===== src/rtl/uart_pkg.sv =====
// uart_pkg: shared UART types, default rates and helper functions
package uart_pkg;
  localparam int CLK_FREQ_DEF = 100_000_000;
  localparam int BAUD_RATE_DEF = 19200;
  typedef enum logic [2:0] {IDLE, START, DATA, PARITY, STOP} state_t;
  function automatic int bit_cycles(input int clk_freq, input int baud_rate);
    return clk_freq / baud_rate;
  endfunction
  function automatic logic par(input logic [7:0] data, input logic odd);
    return odd ? ~^data : ^data;
  endfunction
endpackage


===== src/rtl/uart_baud_gen.sv =====
// uart_baud_gen: one-cycle bit_tick every BIT_CYCLES clocks, with synchronous clear
module uart_baud_gen #(
  parameter int BIT_CYCLES = 5208,
  localparam int W = $clog2(BIT_CYCLES)
) (
  input  logic clk,
  input  logic rst,
  input  logic clr,
  output logic bit_tick
);
  logic [W-1:0] cnt;
  assign bit_tick = cnt == W'(BIT_CYCLES - 1);
  // count clocks within a bit period, restarting on clear or at the period end
  always_ff @(posedge clk or posedge rst)
    if (rst) cnt <= '0;
    else cnt <= (clr || bit_tick) ? '0 : cnt + W'(1);
endmodule


===== src/rtl/uart_tx_core.sv =====
// uart_tx_core: 8-bit data, parity, 1-stop UART transmitter
module uart_tx_core
  import uart_pkg::*;
#(
  parameter int CLK_FREQ = CLK_FREQ_DEF,
  parameter int BAUD_RATE = BAUD_RATE_DEF,
  parameter int PARITY_ODD = 1
) (
  input  logic       clk,
  input  logic       rst,
  input  logic       send,
  input  logic [7:0] din,
  output logic       tx,
  output logic       tx_busy,
  output logic       tx_done
);
  localparam int BIT_CYCLES = bit_cycles(CLK_FREQ, BAUD_RATE);
  state_t state, state_n;
  logic [7:0] data, data_n;
  logic [2:0] idx, idx_n;
  logic par_q, par_n, tx_n, busy_n, done_n, bit_tick;
  uart_baud_gen #(.BIT_CYCLES(BIT_CYCLES)) u_baud (
    .clk(clk),
    .rst(rst),
    .clr(state == IDLE),
    .bit_tick(bit_tick)
  );
  // state and registered outputs; tx comes straight from a flop so it never glitches
  always_ff @(posedge clk or posedge rst)
    if (rst) begin
      state <= IDLE;
      data <= '0;
      idx <= '0;
      par_q <= 1'b0;
      tx <= 1'b1;
      tx_busy <= 1'b0;
      tx_done <= 1'b0;
    end else begin
      state <= state_n;
      data <= data_n;
      idx <= idx_n;
      par_q <= par_n;
      tx <= tx_n;
      tx_busy <= busy_n;
      tx_done <= done_n;
    end
  // frame sequencing: data is shifted right so the next bit to send is always data[1]
  always_comb begin
    state_n = state;
    data_n = data;
    idx_n = idx;
    par_n = par_q;
    tx_n = tx;
    busy_n = tx_busy;
    done_n = 1'b0;
    case (state)
      IDLE: begin
        tx_n = 1'b1;
        busy_n = 1'b0;
        if (send) begin
          data_n = din;
          par_n = par(din, PARITY_ODD != 0);
          state_n = START;
          tx_n = 1'b0;
          busy_n = 1'b1;
        end
      end
      START:
        if (bit_tick) begin
          state_n = DATA;
          idx_n = '0;
          tx_n = data[0];
        end
      DATA:
        if (bit_tick) begin
          state_n = idx == 3'd7 ? PARITY : DATA;
          tx_n = idx == 3'd7 ? par_q : data[1];
          data_n = {1'b0, data[7:1]};
          idx_n = idx + 3'd1;
        end
      PARITY:
        if (bit_tick) begin
          state_n = STOP;
          tx_n = 1'b1;
        end
      STOP:
        if (bit_tick) begin
          state_n = IDLE;
          busy_n = 1'b0;
          done_n = 1'b1;
        end
      default: state_n = IDLE;
    endcase
  end
endmodule


===== config.mk =====
export PLATFORM = sky130hd
export DESIGN_NAME = uart_tx_core
export DESIGN_NICKNAME = d
export VERILOG_FILES = /design/src/rtl/uart_pkg.sv /design/src/rtl/uart_baud_gen.sv /design/src/rtl/uart_tx_core.sv
export SDC_FILE = /design/constraint.sdc
export NUM_CORES = 1
export LEC_CHECK = 0
export CAP_MARGIN = 20
export CORE_UTILIZATION = 61
export CTS_BUF_LIST = sky130_fd_sc_hd__clkbuf_16
export DETAILED_ROUTE_END_ITERATION = 8
export DONT_BUFFER_PORTS = 1
export GPL_ROUTABILITY_DRIVEN = 0
export GPL_TIMING_DRIVEN = 0
export PLACE_DENSITY = 0.83
export SLEW_MARGIN = 25
export SYNTH_ARGS = -nofsm -noshare
export SYNTH_HDL_FRONTEND = slang
export SYNTH_SLANG_ARGS = --single-unit

===== constraint.sdc =====
create_clock -name clk -period 2.3 [get_ports clk]
set_input_delay 0.345 -clock clk [delete_from_list [all_inputs] [get_ports clk]]
set_output_delay 0.345 -clock clk [all_outputs]
set_load 0.005 [all_outputs]

==> impl_results.md, run 1 <==
* Power per unit of standard cell area at 654 mW/mm^2
* H-tree Lvls at 2
* Buffer cell driving the clock tree root: clkbuf_16
* Number of vias after detailed routing at 1124
* Synthesized Nets at 166
* Maximum number of pins on one net before global-route repair at 32
* Chip Height at 54.1 um
* Reg-to-reg startpoint: u_baud.cnt[0]
* Type of origin of the critical path: register
* Max-cap violations at 0
* Synth Flop Type: dfrtp_1
* Hold buffers post-CTS at 0
* Post-CTS setup repair buffer count at 0
* Initial antenna violation count at 0
* Leak Pwr at 0.822 nW
* Critical R2R Capture: idx[2]
* Minimum period implied by the final worst setup slack at 1.94 ns
* Number of core rows at 18
* Average routed wire per standard cell at 16.1 um
* DRC marker count from the first detailed-route iteration at 17
* Critical path capture point type: register
* Number of top-level pins at 14
* Insertion delay of the later-clocked pin in the worst-skew pair at 0.27 ns
* Minimum hold slack at 0.0375 ns
* Slew at the pin closest to its max-slew limit at 0.635 ns
* Drc violations at 0
* Global-route wire length before repair at 4.82 mm
* Post-cts resize count at 0
* Area growth syn-to-layout at 10.5%
* Share of the cycle needed by the critical path after routing at 84.4%
* Most common cell after layout, fill and taps aside: dfrtp_1
* Final Max Tran Viols at 0
* Number of nets with antenna violations after routing at 0
* Clock buffers created by TritonCTS at 5
* Setup TNS Final at 0 ns
* Final setup viols at 0
* Per-instance average area after synthesis at 10.9 sq um
* Gate Count Post-Synth at 152
* RSZ-0062 raised after global routing: false
* Core outline area at 0.00252 sq mm
* Fmax achieved at 515 MHz
* Total GRT Usage at 23.7%
* Mean number of vias per cell at 5.92
* Type of the most critical hold path: in2async
* Router iterations before antenna repair at 4
* Clock tree from TritonCTS: yes
* Number of nets at the end of the flow at 173
* Launching element of the worst setup path: u_baud.cnt[0]
* Clock sink count at 31
* Worst setup slack for register-to-register paths at 0.36 ns
* Result of the run: completed
* Number of buffers on the longest clock path at 2
* Critical path required time at 2.46 ns
* Share of the yosys chip area belonging to registers at 47.0%
* Summed instance area of the synthesized netlist at 0.00165 sq mm
* Number of warnings issued by yosys at 0
* Starting density of the core at 65.5%
* Wirelength, routed at 3.06 mm
* Most frequent cells in the layout: dfrtp_1 (30), nor2_1 (17), xnor2_1 (16)
* Worst Path Class, Setup: reg2reg
* Termination of the worst setup path: idx[2]
* Worst vdd ir at 0.697 mV
* Port Buffer Count at 0
* Area of the die at 0.00292 sq mm
* Register bit count reported by yosys at 31
* Remaining max-slew budget at the tightest pin at 57.6%
* Arrival time of the worst setup path at 2.10 ns
* Number of distinct library cells after synthesis at 37
* Async S/R FF share, synth at 100%
* Worst reg2reg path depth at 5
* Worst-case clock skew at 0.00473 ns
* Master of the slowest instance on the critical path: dfrtp_1
* Delay of the slowest cell on the worst path at 0.40 ns
* Number of diodes added for antenna fixing at 0
* Vias in the first global route at 1092
* Final Hold Viols at 0
* Clock-pin slew of the registers on the worst-case setup and hold paths at 0.05 ns
* Fraction of layout instances using a drive strength above 1 at 18.8%
* Global route overflow at 0
* CP Max Fanout at 7
* Series of cell instances along the critical path: ha_1 -> nor4b_4 -> nand3_2 -> or3_4 -> a22o_1
* Number of flops mapped to enable cells by yosys at 0
* Detailed-placement wirelength estimate at 2.10 mm
* Die Width at 54.1 um
-- registers in the layout, summed over array words and instances, names as in the netlist --
register and count:
state 3, par_q 1, tx_busy 1, u_baud.cnt 13, data 8, idx 3, tx_done 1, tx 1
-- worst min-delay path by stage --
| stage | start | endpoint | slack, ns | cells after the start |
|---|---|---|---|---|
| after floorplan | par_q | par_q | 0.44 | 2 |
| after global placement | par_q | par_q | 0.46 | 2 |
| after detailed placement | rst | data[4] | 0.35 | 1 |
| after CTS | rst | data[4] | 0.06 | 1 |
| after global routing | rst | data[4] | 0.1 | 1 |
| final | rst | u_baud.cnt[6] | 0.04 | 1 |
-- per-stage QoR --
| step | area (sq um) | setup WS, ns | power [mW] | cells | utilization [%] |
|---|---|---|---|---|---|
| after floorplan | 1650 | 0.556 | 0.588 | 152 | - |
| after global placement | 1690 | 0.439 | 0.593 | 182 | 67.0 |
| after detailed placement | 1690 | 0.397 | 0.593 | 182 | 67.0 |
| after CTS | 1830 | 0.379 | 1.21 | 190 | 72.4 |
| after global routing | 1830 | 0.246 | 1.23 | 190 | 72.4 |
| final | 1830 | 0.358 | 1.19 | 190 | 72.4 |
-- metal layers --
layer,part of all wire [%],GRT usage (%),wire [um]
met1,45,29.8,1390
met2,50,38.9,1530
met3,3.8,8.19,117
met4,0.91,5.56,28
met5,0,0,0
-- cell usage after synthesis, drive strengths merged (3+ instances only) --
master	number	share of area, %
o41ai	3	1.6
nor3	4	1.2
xnor2	16	8.5
nand3	6	2.1
dfrtp	30	45
nand4	4	1.5
mux2	13	8.9
mux2i	3	1.8
nand2	7	1.6
nor4	3	1.1
ha	3	2.3
xor2	3	1.6
nor2	18	4.2
o21ai	3	0.91
inv	10	2.3
-- where the power goes --
part           internal (mW)  switching, mW
clock network          0.388          0.223
logic                 0.0177         0.0192
registers              0.546              0
total                  0.952          0.242
-- area by class of cell --
type                            count  area, sq um
Multi-Input combinational cell    107          821
Tap cell                           30         37.5
Buffer                              4         17.5
Sequential cell                    31          777
Clock buffer                        5          125
Fill cell                         179          696
Clock inverter                      3         11.3
Inverter                           10         37.5
-- logic make-up (layout without fill, tap and decap cells) --
family | after synthesis | after routing | share of synthesized area, %
and+or+nand+nor | 51 | 51 | 17.9
DFF | 31 | 31 | 47.0
xor gates and xnor gates | 19 | 19 | 10.1
AOI/OAI and AO/OA | 18 | 18 | 8.71
muxes | 16 | 16 | 10.7
buffers and inverters | 14 | 22 | 3.33
adders and majority gates | 3 | 3 | 2.27
-- critical path: cells and delay by family, from the launching register on --
| kind | cells | cell delay (ns) |
|---|---|---|
| simple gates | 3 | 0.94 |
| flops | 1 | 0.40 |
| fa+ha+maj | 1 | 0.25 |
| compound gates | 1 | 0.24 |
No activity file was read; power rests on OpenSTA's default activity.
==> run 2, diff against run 1 <==
Settings changed: CORE_UTILIZATION 61 to 56, PLACE_DENSITY 0.83 to 0.8.
Clock period 2.3 ns to 1.6 ns, I/O delays scaled along.
==> run 2 against run 1 <==
Effect of this change: the run now ends with negative setup slack left; clock-buffer cell count did not move; combinational power rose by 52%; fmax rose by 13%; design area rose by 12%; highest routed layer unchanged.
==> impl_results.md, run 2 (synthesized netlist as in run 1, its figures left out) <==
* Setup slack after layout at -0.115 ns (-0.473 ns)
* Number of nets with antenna violations after routing at 0 (unchanged)
* Type of the most critical hold path: in2reg
* Buffer cell driving the clock tree root: clkbuf_16
* Slew at the pin closest to its max-slew limit at 0.644 ns (+0.00926 ns)
* Arrival time of the worst setup path at 1.87 ns (-0.23 ns)
* Result of the run: finished with violations
* Setup TNS Final at -1.09 ns (-1.09 ns)
* Type of origin of the critical path: register
* Port Buffer Count at 0 (unchanged)
* Share of the core filled with cells at 73.6% (+1.2 points)
* Minimum period implied by the final worst setup slack at 1.71 ns (-0.227 ns)
* Number of buffers on the longest clock path at 2 (unchanged)
* Core outline area at 0.00278 sq mm (+10%)
* Number of core rows at 19 (+1)
* Clock-pin slew of the registers on the worst-case setup and hold paths at 0.05 ns (about the same)
* Worst setup slack for register-to-register paths at -0.11 ns (-0.47 ns)
* Chip Height at 56.3 um (+4.2%)
* Insertion delay of the later-clocked pin in the worst-skew pair at 0.28 ns (about the same)
* Total GRT Usage at 25.2% (+1.5 points)
* Global-route wire length before repair at 5.97 mm (+24%)
* Final Max Tran Viols at 0 (unchanged)
* Setup slack at placement at -0.283 ns (-0.680 ns)
* Number of top-level pins at 14 (unchanged)
* Max FFs per register at 13 (unchanged)
* Wirelength, routed at 3.49 mm (+14%)
* Critical path required time at 1.76 ns (-0.70 ns)
* Power per unit of standard cell area at 840 mW/mm^2 (+28%)
* Maximum number of pins on one net before global-route repair at 32 (unchanged)
* Mean number of vias per cell at 5.94 (+0.43%)
* Most frequent cells in the layout: dfrtp_1 (29), nor2_1 (17), xnor2_1 (16)
* Worst-case clock skew at 0.00646 ns (+0.00173 ns)
* Failing checks: negative setup slack
* RSZ-0062 raised after global routing: true
* Vias in the first global route at 1315 (+20%)
* Critical path capture point type: register
* Number of diodes added for antenna fixing at 0 (unchanged)
* Fill cell count at 183 (+2.2%)
* Leak Pwr at 0.929 nW (+13%)
* Total placed instance area at 0.00169 sq mm (+0.22%)
* Fmax achieved at 583 MHz (+13%)
* Area of the die at 0.00317 sq mm (+8.6%)
* Clock sink count at 31 (unchanged)
* Detailed-placement wirelength estimate at 2.13 mm (+1.6%)
* Dominant delay contributor by cell family on the critical path: flip-flops
* CP Max Fanout at 8 (+1)
* Most common cell after layout, fill and taps aside: dfrtp_1
* Area growth syn-to-layout at 23.8%
* Clock buffers created by TritonCTS at 5 (unchanged)
* Number of vias after detailed routing at 1212 (+7.8%)
* Final setup viols at 12 (+12)
* Global route overflow at 0 (unchanged)
* Max-cap violations at 0 (unchanged)
* Design area at 0.00205 sq mm (+12%)
* Die Width at 56.3 um (+4.2%)
* DRC marker count from the first detailed-route iteration at 39 (+22)
* Clock tree from TritonCTS: yes
* Starting density of the core at 59.4% (-6.1 points)
* Drc violations at 0 (unchanged)
* Share of the cycle needed by the critical path after routing at 107% (+23 points)
* H-tree Lvls at 2 (unchanged)
* Series of cell instances along the critical path: ha_4 -> nor4b_4 -> and3_4 -> a21boi_4 -> mux2_4
* Remaining max-slew budget at the tightest pin at 57.0% (-0.62 points)
* Fraction of layout instances using a drive strength above 1 at 31.2% (+12 points)
* Initial antenna violation count at 0 (unchanged)
* Worst path bufs/invs at 0 (unchanged)
* Number of nets at the end of the flow at 186 (+7.5%)
* Register with the highest flop count: u_baud.cnt
* Worst vdd ir at 0.912 mV (+31%)
* Average routed wire per standard cell at 17.1 um (+6.0%)
* Largest registers: u_baud.cnt: 13 flops, data: 8 flops
* Master of the slowest instance on the critical path: dfrtp_1
* Worst Path Class, Setup: reg2reg
* Final Hold Viols at 0 (unchanged)
* Delay of the slowest cell on the worst path at 0.42 ns (+0.02 ns)
* Router iterations before antenna repair at 4 (unchanged)
* Minimum hold slack at 0.135 ns (+0.0979 ns)
-- run 2: per-stage QoR --
| step | power, mW | std cells |
|---|---|---|
| after global routing | 1.76 | 204 |
| after CTS | 1.73 | 202 |
| final | 1.72 | 204 |
| after detailed placement | 0.853 | 183 |
| after global placement | 0.852 | 183 |
| after floorplan | 0.845 | 152 |
-- run 2: area by class of cell --
| cell class | instances | area [sq um] | area share (%) |
|---|---|---|---|
| clock buffer | 5 | 125 | 6.11 |
| clock inverter | 3 | 11.3 | 0.550 |
| multi-input combinational | 107 | 931 | 45.5 |
| timing repair buffer | 13 | 104 | 5.07 |
| tap | 31 | 38.8 | 1.89 |
| sequential | 31 | 778 | 38.0 |
| buffer | 4 | 21.3 | 1.04 |
| inverter | 10 | 37.5 | 1.83 |
-- run 2: path summary, 6_finish.rpt --
check	cells past startpoint	startpoint	end
max	5	u_baud.cnt[1]	data[2]
min	1	send	data[7]
max reg2reg	5	u_baud.cnt[1]	data[2]
min reg2reg	2	par_q	par_q
max in group asynchronous	2	rst	u_baud.cnt[2]
min in group asynchronous	2	rst	data[6]
-- run 2: routing by layer --
layer  GRT usage (%)  vias up  routed length (um)
met5               0        -                   0
met4            14.3        0                  67
met3            5.99        8                 115
met1            30.8      613                1580
met2            40.8       19                1720
li1                -      572                   -
-- run 2: report_power, final --
part	internal (mW)	total (mW)	leakage [nW]	switching (mW)
combinational	0.0272	0.0561	0.454	0.0288
sequential	0.786	0.786	0.398	0
clock	0.557	0.879	0.0776	0.321
-- run 2: timing repair --
item | 4_1_cts | 5_1_grt
pin swaps | 7 | 4
hold buffers | 1 | 0
setup endpoints to repair | 23 | 25
setup buffers | 10 | 2
endpoints found under the hold margin | 30 | 0
gates resized for setup | 18 | 8
==> run 3, diff against run 2 <==
--- a/constraint.sdc
+++ b/constraint.sdc
@@ -3,2 +3,2 @@
 set_output_delay 0.24 -clock clk [all_outputs]
-set_load 0.005 [all_outputs]
+set_load 0.05 [all_outputs]
==> results of run 3 <==
Final layout, timing and power as in run 2 (identical DEF).
